### src/rtl/eth_arb_pkg.sv
// Shared types and default constants for the Ethernet TX arbiter.
// Requester indices name the fixed frame sources on the arbiter inputs.
package eth_arb_pkg;

  typedef enum logic [1:0] {
    IDLE  = 2'd0,
    XFER  = 2'd1,
    DRAIN = 2'd2
  } arb_state_t;

  localparam int DEF_DATA_W    = 32;
  localparam int DEF_NUM_REQ   = 3;
  localparam int DEF_MAX_WORDS = 64;

  localparam int REQ_TCP  = 0;
  localparam int REQ_ARP  = 1;
  localparam int REQ_ICMP = 2;

endpackage

### src/rtl/rr_pick.sv
// Combinational round-robin picker: returns the first set request found
// when searching from ptr+1 upward, wrapping modulo N.
module rr_pick #(
  parameter int N = 3,
  parameter int W = $clog2(N)
) (
  input  logic [N-1:0] req,
  input  logic [W-1:0] ptr,
  output logic         found,
  output logic [W-1:0] idx
);

  logic [W-1:0] cand;

  // Scan from the farthest slot back to the nearest so the nearest request
  // after ptr is the last one written and therefore wins.
  always_comb begin
    // NOTE: every output and temporary gets a default first; a path that
    // leaves one unassigned would infer a latch.
    found = 1'b0;
    idx   = '0;
    cand  = '0;
    for (int off = N; off >= 1; off--) begin
      cand = W'((int'(ptr) + off) % N);
      if (req[cand]) begin
        found = 1'b1;
        idx   = cand;
      end
    end
  end

endmodule

### src/rtl/eth_tx_arbiter.sv
// Round-robin arbiter sharing one Ethernet TX valid/ready channel between
// frame sources; holds the grant per frame and truncates runaway frames.
module eth_tx_arbiter
  import eth_arb_pkg::*;
#(
  parameter int NUM_REQ   = DEF_NUM_REQ,
  parameter int DATA_W    = DEF_DATA_W,
  parameter int MAX_WORDS = DEF_MAX_WORDS
) (
  input  logic                         clk,
  input  logic                         rst_n,
  input  logic [NUM_REQ*DATA_W-1:0]    req_data,
  input  logic [NUM_REQ-1:0]           req_valid,
  input  logic [NUM_REQ-1:0]           req_last,
  output logic [NUM_REQ-1:0]           req_ready,
  output logic [DATA_W-1:0]            eth_tx_data,
  output logic                         eth_tx_valid,
  output logic                         eth_tx_last,
  input  logic                         eth_tx_ready,
  output logic [$clog2(NUM_REQ)-1:0]   grant_id,
  output logic                         busy,
  output logic                         overrun_err,
  output logic [15:0]                  frame_count
);

  localparam int          GW       = $clog2(NUM_REQ);
  localparam logic [15:0] LAST_IDX = 16'(MAX_WORDS - 1);

  arb_state_t        state_q, state_d;
  logic [GW-1:0]     ptr_q, ptr_d;
  logic [GW-1:0]     grant_q, grant_d;
  logic [15:0]       word_cnt_q, word_cnt_d;
  logic [15:0]       frame_count_q, frame_count_d;
  logic              overrun_q, overrun_d;

  logic              found;
  logic [GW-1:0]     pick;
  logic              at_max;
  logic              hs;
  logic [DATA_W-1:0] data_arr [NUM_REQ];

  for (genvar i = 0; i < NUM_REQ; i++) begin : g_unpack
    assign data_arr[i] = req_data[i*DATA_W +: DATA_W];
  end

  rr_pick #(.N(NUM_REQ), .W(GW)) u_pick (
    .req   (req_valid),
    .ptr   (ptr_q),
    .found (found),
    .idx   (pick)
  );

  assign at_max = (word_cnt_q == LAST_IDX);

  always_comb begin
    state_d       = state_q;
    ptr_d         = ptr_q;
    grant_d       = grant_q;
    word_cnt_d    = word_cnt_q;
    frame_count_d = frame_count_q;
    overrun_d     = 1'b0;
    hs            = 1'b0;
    req_ready     = '0;
    eth_tx_data   = '0;
    eth_tx_valid  = 1'b0;
    eth_tx_last   = 1'b0;

    unique case (state_q)
      IDLE: begin
        if (found) begin
          grant_d    = pick;
          ptr_d      = pick;
          word_cnt_d = '0;
          state_d    = XFER;
        end
      end

      XFER: begin
        eth_tx_data        = data_arr[grant_q];
        eth_tx_valid       = req_valid[grant_q];
        eth_tx_last        = req_last[grant_q] | at_max;
        req_ready[grant_q] = eth_tx_ready;
        hs                 = req_valid[grant_q] & eth_tx_ready;
        if (hs) begin
          if (!at_max) word_cnt_d = word_cnt_q + 16'd1;
          // A genuine last wins over the watchdog even on the limit word.
          if (req_last[grant_q]) begin
            frame_count_d = frame_count_q + 16'd1;
            state_d       = IDLE;
          end else if (at_max) begin
            overrun_d = 1'b1;
            state_d   = DRAIN;
          end
        end
      end

      DRAIN: begin
        req_ready[grant_q] = 1'b1;
        if (req_valid[grant_q] && req_last[grant_q]) state_d = IDLE;
      end

      default: state_d = IDLE;
    endcase
  end

  // NOTE: state registers use non-blocking assignments so every flop
  // samples its pre-edge value regardless of statement order.
  always_ff @(posedge clk or negedge rst_n) begin
    if (!rst_n) begin
      state_q       <= IDLE;
      ptr_q         <= GW'(NUM_REQ - 1);
      grant_q       <= '0;
      word_cnt_q    <= '0;
      frame_count_q <= '0;
      overrun_q     <= 1'b0;
    end else begin
      state_q       <= state_d;
      ptr_q         <= ptr_d;
      grant_q       <= grant_d;
      word_cnt_q    <= word_cnt_d;
      frame_count_q <= frame_count_d;
      overrun_q     <= overrun_d;
    end
  end

  assign grant_id    = grant_q;
  assign busy        = (state_q != IDLE);
  assign overrun_err = overrun_q;
  assign frame_count = frame_count_q;

endmodule

### config.mk
export PLATFORM = sky130hd
export DESIGN_NAME = eth_tx_arbiter
export DESIGN_NICKNAME = d
export VERILOG_FILES = /design/src/rtl/eth_arb_pkg.sv /design/src/rtl/rr_pick.sv /design/src/rtl/eth_tx_arbiter.sv
export SDC_FILE = /design/constraint.sdc
export NUM_CORES = 1
export LEC_CHECK = 0
export CAP_MARGIN = 20
export CORE_MARGIN = 1
export CORE_UTILIZATION = 37
export DETAILED_ROUTE_END_ITERATION = 8
export PLACE_DENSITY = 0.74
export SYNTH_ARGS = -nofsm -noshare
export SYNTH_HDL_FRONTEND = slang
export SYNTH_HIERARCHICAL = 1
export SYNTH_SLANG_ARGS = --single-unit
### constraint.sdc
create_clock -name clk -period 2.4 [get_ports clk]
set_input_delay 0.48 -clock clk [delete_from_list [all_inputs] [get_ports clk]]
set_output_delay 0.48 -clock clk [all_outputs]
set_load 0.005 [all_outputs]
==> results.md <==
Clocking
- library cell used as clock root buffer: sky130_fd_sc_hd__clkbuf_8
- clock-pin slew on the worst setup and hold paths: 0.08 ns
- deepest level of the CTS H-tree: 2
- number of buffers on the longest clock path: 2
- hold buffer count at cts: 0
- clock latency reported for the late side of the worst-skew pair: 0.29 ns
- clock tree from TritonCTS: done
- Num CTS Buffers: 5
- number of sinks handled by clock tree synthesis: 38

Worst setup path
- critical path's most frequent cell: sky130_fd_sc_hd__buf_4
- depth of the most critical reg-to-reg path: 11
- r2r setup slk: 0.08 ns
- CP endpoint kind: register
- worst path cell trace: buf_4 -> ha_2 -> buf_4 -> o22ai_1 -> a21oi_1 -> o21ai_1 -> buf_4 -> o22ai_1 -> o21bai_2 -> a21oi_2 -> mux2_2
- reg2reg start: ptr_q[0]
- startpoint type of the worst setup path: register
- type of the setup path with the least slack: register to register
- data required time of the critical path: 2.57 ns
- Max stage delay on crit path: 0.43 ns
- worst reg2reg endpoint: state_q[0]
- number of buffers and inverters on the critical path: 3
- critical path's top delay family: compound AO/OA/AOI/OAI gates
- Levels on crit path: 11
- largest fanout on the critical path: 7
- CP max stage cell: sky130_fd_sc_hd__dfrtp_2
- timing startpoint of the critical path: ptr_q[0]
- Data arrival, critical path: 2.49 ns

Synthesis
- top cells by area, synth: sky130_fd_sc_hd__dfrtp_1, sky130_fd_sc_hd__mux2i_1, sky130_fd_sc_hd__nor2_1
- asr flop ratio synth: 100.0%
- Synth top area share: 28.70%
- fraction of the mapped netlist area in simple logic gates: 28.12%
- post-synthesis instance total: 413
- dominant synthesized flop cell: sky130_fd_sc_hd__dfrtp_1
- Seq cells post-synth: 38
- most frequent cells after synthesis: sky130_fd_sc_hd__nor2_1, sky130_fd_sc_hd__a21oi_1, sky130_fd_sc_hd__dfrtp_1
- cell with the most instances after synthesis: sky130_fd_sc_hd__nor2_1
- biggest area consumer among synthesized cells: sky130_fd_sc_hd__dfrtp_1
- Post-Synthesis Mean Instance Area: 7.810 sq um
- Yosys cell types: 54
- total nets after synthesis: 528
- xor/xnor cell area share of the yosys netlist: 4.073%
- EDFF count, synth: 0
- Cell Area, Synth: 0.003226 sq mm
- largest family of logic cells by synthesized area: simple AND/OR/NAND/NOR gates
- fraction of synthesized area in multiplexers: 12.22%
- Synth warnings: 6
- part of the Yosys area used for sequential elements: 29.52%
- Synth Area in Adders: 3.879%
- compound-gate portion of the synthesized area: 15.79%

Detailed routing
- Via density: 5.356
- number of antenna-violating nets in the routed design: 0
- Pre-Repair DR Iteration Count: 4
- number of DRC markers after the initial detailed-route iteration: 180
- drt total wl: 11490 um
- routed length per instance: 16.16 um
- detailed-route DRC error count: 0
- total via count after detailed routing: 3808

Timing
- post-route clock period utilization: 96.82%
- final hold vios: 0
- minimum clock period after layout: 2.324 ns
- Fmax: 0.4304 GHz
- Worst-Margin Slew: 0.8674 ns
- Fin Clk Skew: 0.008189 ns
- number of failing setup endpoints in the final timing report: 0
- tightest slew margin relative to the limit: 42.17%
- final-report max-slew violation count: 0

Power and ir drop
- maximum resistive drop on vdd: 0.4232 mV
- areal power density over the cells: 947.0 mW/mm^2
- total design power: 5.160 mW
- Lkg Pwr: 2.446 nW

Hold path
- type of the tightest min-delay check: input port to async pin

Placed design
- Post-DP Area: 0.005165 sq mm
- GPL Wtd Cong: 0.9126
- count of buffers from port buffering: 161
- dpl hpwl: 8587 um

Global route
- met2 demand-to-capacity share in global routing: 43.21%
- All-Layer GR Usage: 25.46%
- GR Layer Usage met3: 6.778%
- GR met1 Demand/Resource: 31.88%
- number of antenna violations at the first check in global routing: 0
- layer with the highest usage: met2
- via count of the first global-routing pass: 3602
- pin count of the biggest net entering global routing: 39
- gr ovfl total: 0
- global-route wire length before repair: 17910 um

Final layout
- area of combinational cells with multiple inputs: 0.002192 sq mm
- number of nets in the layout: 721
- fraction of final layout cells sized beyond drive strength 1: 15.51%
- area overhead of the layout relative to synthesis: 68.93%
- number of antenna repair diodes: 0
- fill count: 721
- summed area of non-filler cells in the final layout: 0.005449 sq mm
- combined flip-flop and latch cell area: 954.7 sq um

Job
- number of violations of the max-capacitance limit: 0

Floorplan
- Top-Level Pins: 162
- Vert. Die Dim: 95.37 um
- overall die area: 0.009095 sq mm
- Row Count: 33
- core box area: 0.008341 sq mm
- effective utilization at floorplan: 38.67%
- horizontal die dimension: 95.37 um

Run status
- result of the run: finished clean

logic make-up after synthesis:
kind of cell,after synthesis
buf+inv,44
flops,38
simple gates,188
compound gates,79
fa+ha+maj,10
mux,39
xor+xnor,15
power by group:
| part | total (mW) | internal [mW] | leakage, nW | switching (mW) |
|---|---|---|---|---|
| logic | 3.65 | 1.87 | 1.92 | 1.78 |
| registers | 1.10 | 0.844 | 0.487 | 0.251 |
| clock network | 0.411 | 0.195 | 0.0438 | 0.216 |
| total | 5.16 | 2.91 | 2.45 | 2.25 |
timing repair:
action | CTS | global route
buffers inserted | 6 | 3
pin swaps | 2 | 5
setup endpoints to repair | 51 | 18
gates resized for setup | 57 | 23
hold endpoints to repair | 0 | 0
cloned | 1 | 1
per-layer routing:
metal | part of all wire, % | routed length (um)
met3 | 6.4 | 741
met2 | 50 | 5772
met4 | 1.9 | 217
met1 | 41 | 4758
met5 | 0 | 0
placed cells by master (no fill, tap or decap), types with 5 or more instances in the layout:
cell,synthesis,routed
sky130_fd_sc_hd__clkdlybuf4s50_1,0,121
sky130_fd_sc_hd__nor2_1,74,73
sky130_fd_sc_hd__buf_4,2,45
sky130_fd_sc_hd__dlygate4sd2_1,0,37
sky130_fd_sc_hd__a21oi_1,37,36
sky130_fd_sc_hd__dfrtp_1,37,35
sky130_fd_sc_hd__mux2i_1,36,34
sky130_fd_sc_hd__nand2_1,31,31
sky130_fd_sc_hd__nand3_1,24,23
sky130_fd_sc_hd__inv_1,15,12
sky130_fd_sc_hd__nand4_1,12,12
sky130_fd_sc_hd__xnor2_1,11,11
sky130_fd_sc_hd__and3_1,8,8
sky130_fd_sc_hd__nor3_1,7,7
sky130_fd_sc_hd__or4_1,8,7
sky130_fd_sc_hd__o22ai_1,6,6
sky130_fd_sc_hd__ha_1,10,5
sky130_fd_sc_hd__clkbuf_8,0,5
sequential cells by signal, indices dropped and copies added, names as in the netlist:
register / cells
frame_count: 16
word_cnt_q: 16
ptr_q: 2
state_q: 2
grant_id: 1
overrun_err: 1
how the worst max path moves through the flow:
stage / endpoint / slack, ns
floorplan: word_cnt_q[2] / 0.03
global placement: word_cnt_q[5] / -0.18
detailed placement: word_cnt_q[8] / -0.22
CTS: eth_tx_valid / 0.003
global route: word_cnt_q[3] / -0.005
finish: state_q[0] / 0.08
layout make-up:
class	count	share of cell area (%)
Tap cell	105	2.411
Clock buffer	5	1.263
Inverter	15	1.033
Timing Repair Buffer	214	37.36
Clock inverter	2	0.1837
Multi-Input combinational cell	332	40.23
Sequential cell	38	17.52
metrics by stage:
step	cells	worst slack, ns	setup TNS, ns	hold slack [ns]	utilization, %
after global routing	711	-0.005034	-0.005793	0.3695	65.33
after global placement	693	-0.1817	-2.706	0.4596	61.93
final	711	0.07634	0	0.3101	65.33
after CTS	707	0.002817	0	0.3295	63.98
after floorplan	413	0.02730	0	0.1844	-
after detailed placement	693	-0.2199	-3.293	0.4776	61.93
(Power assumes the default switching activity.)
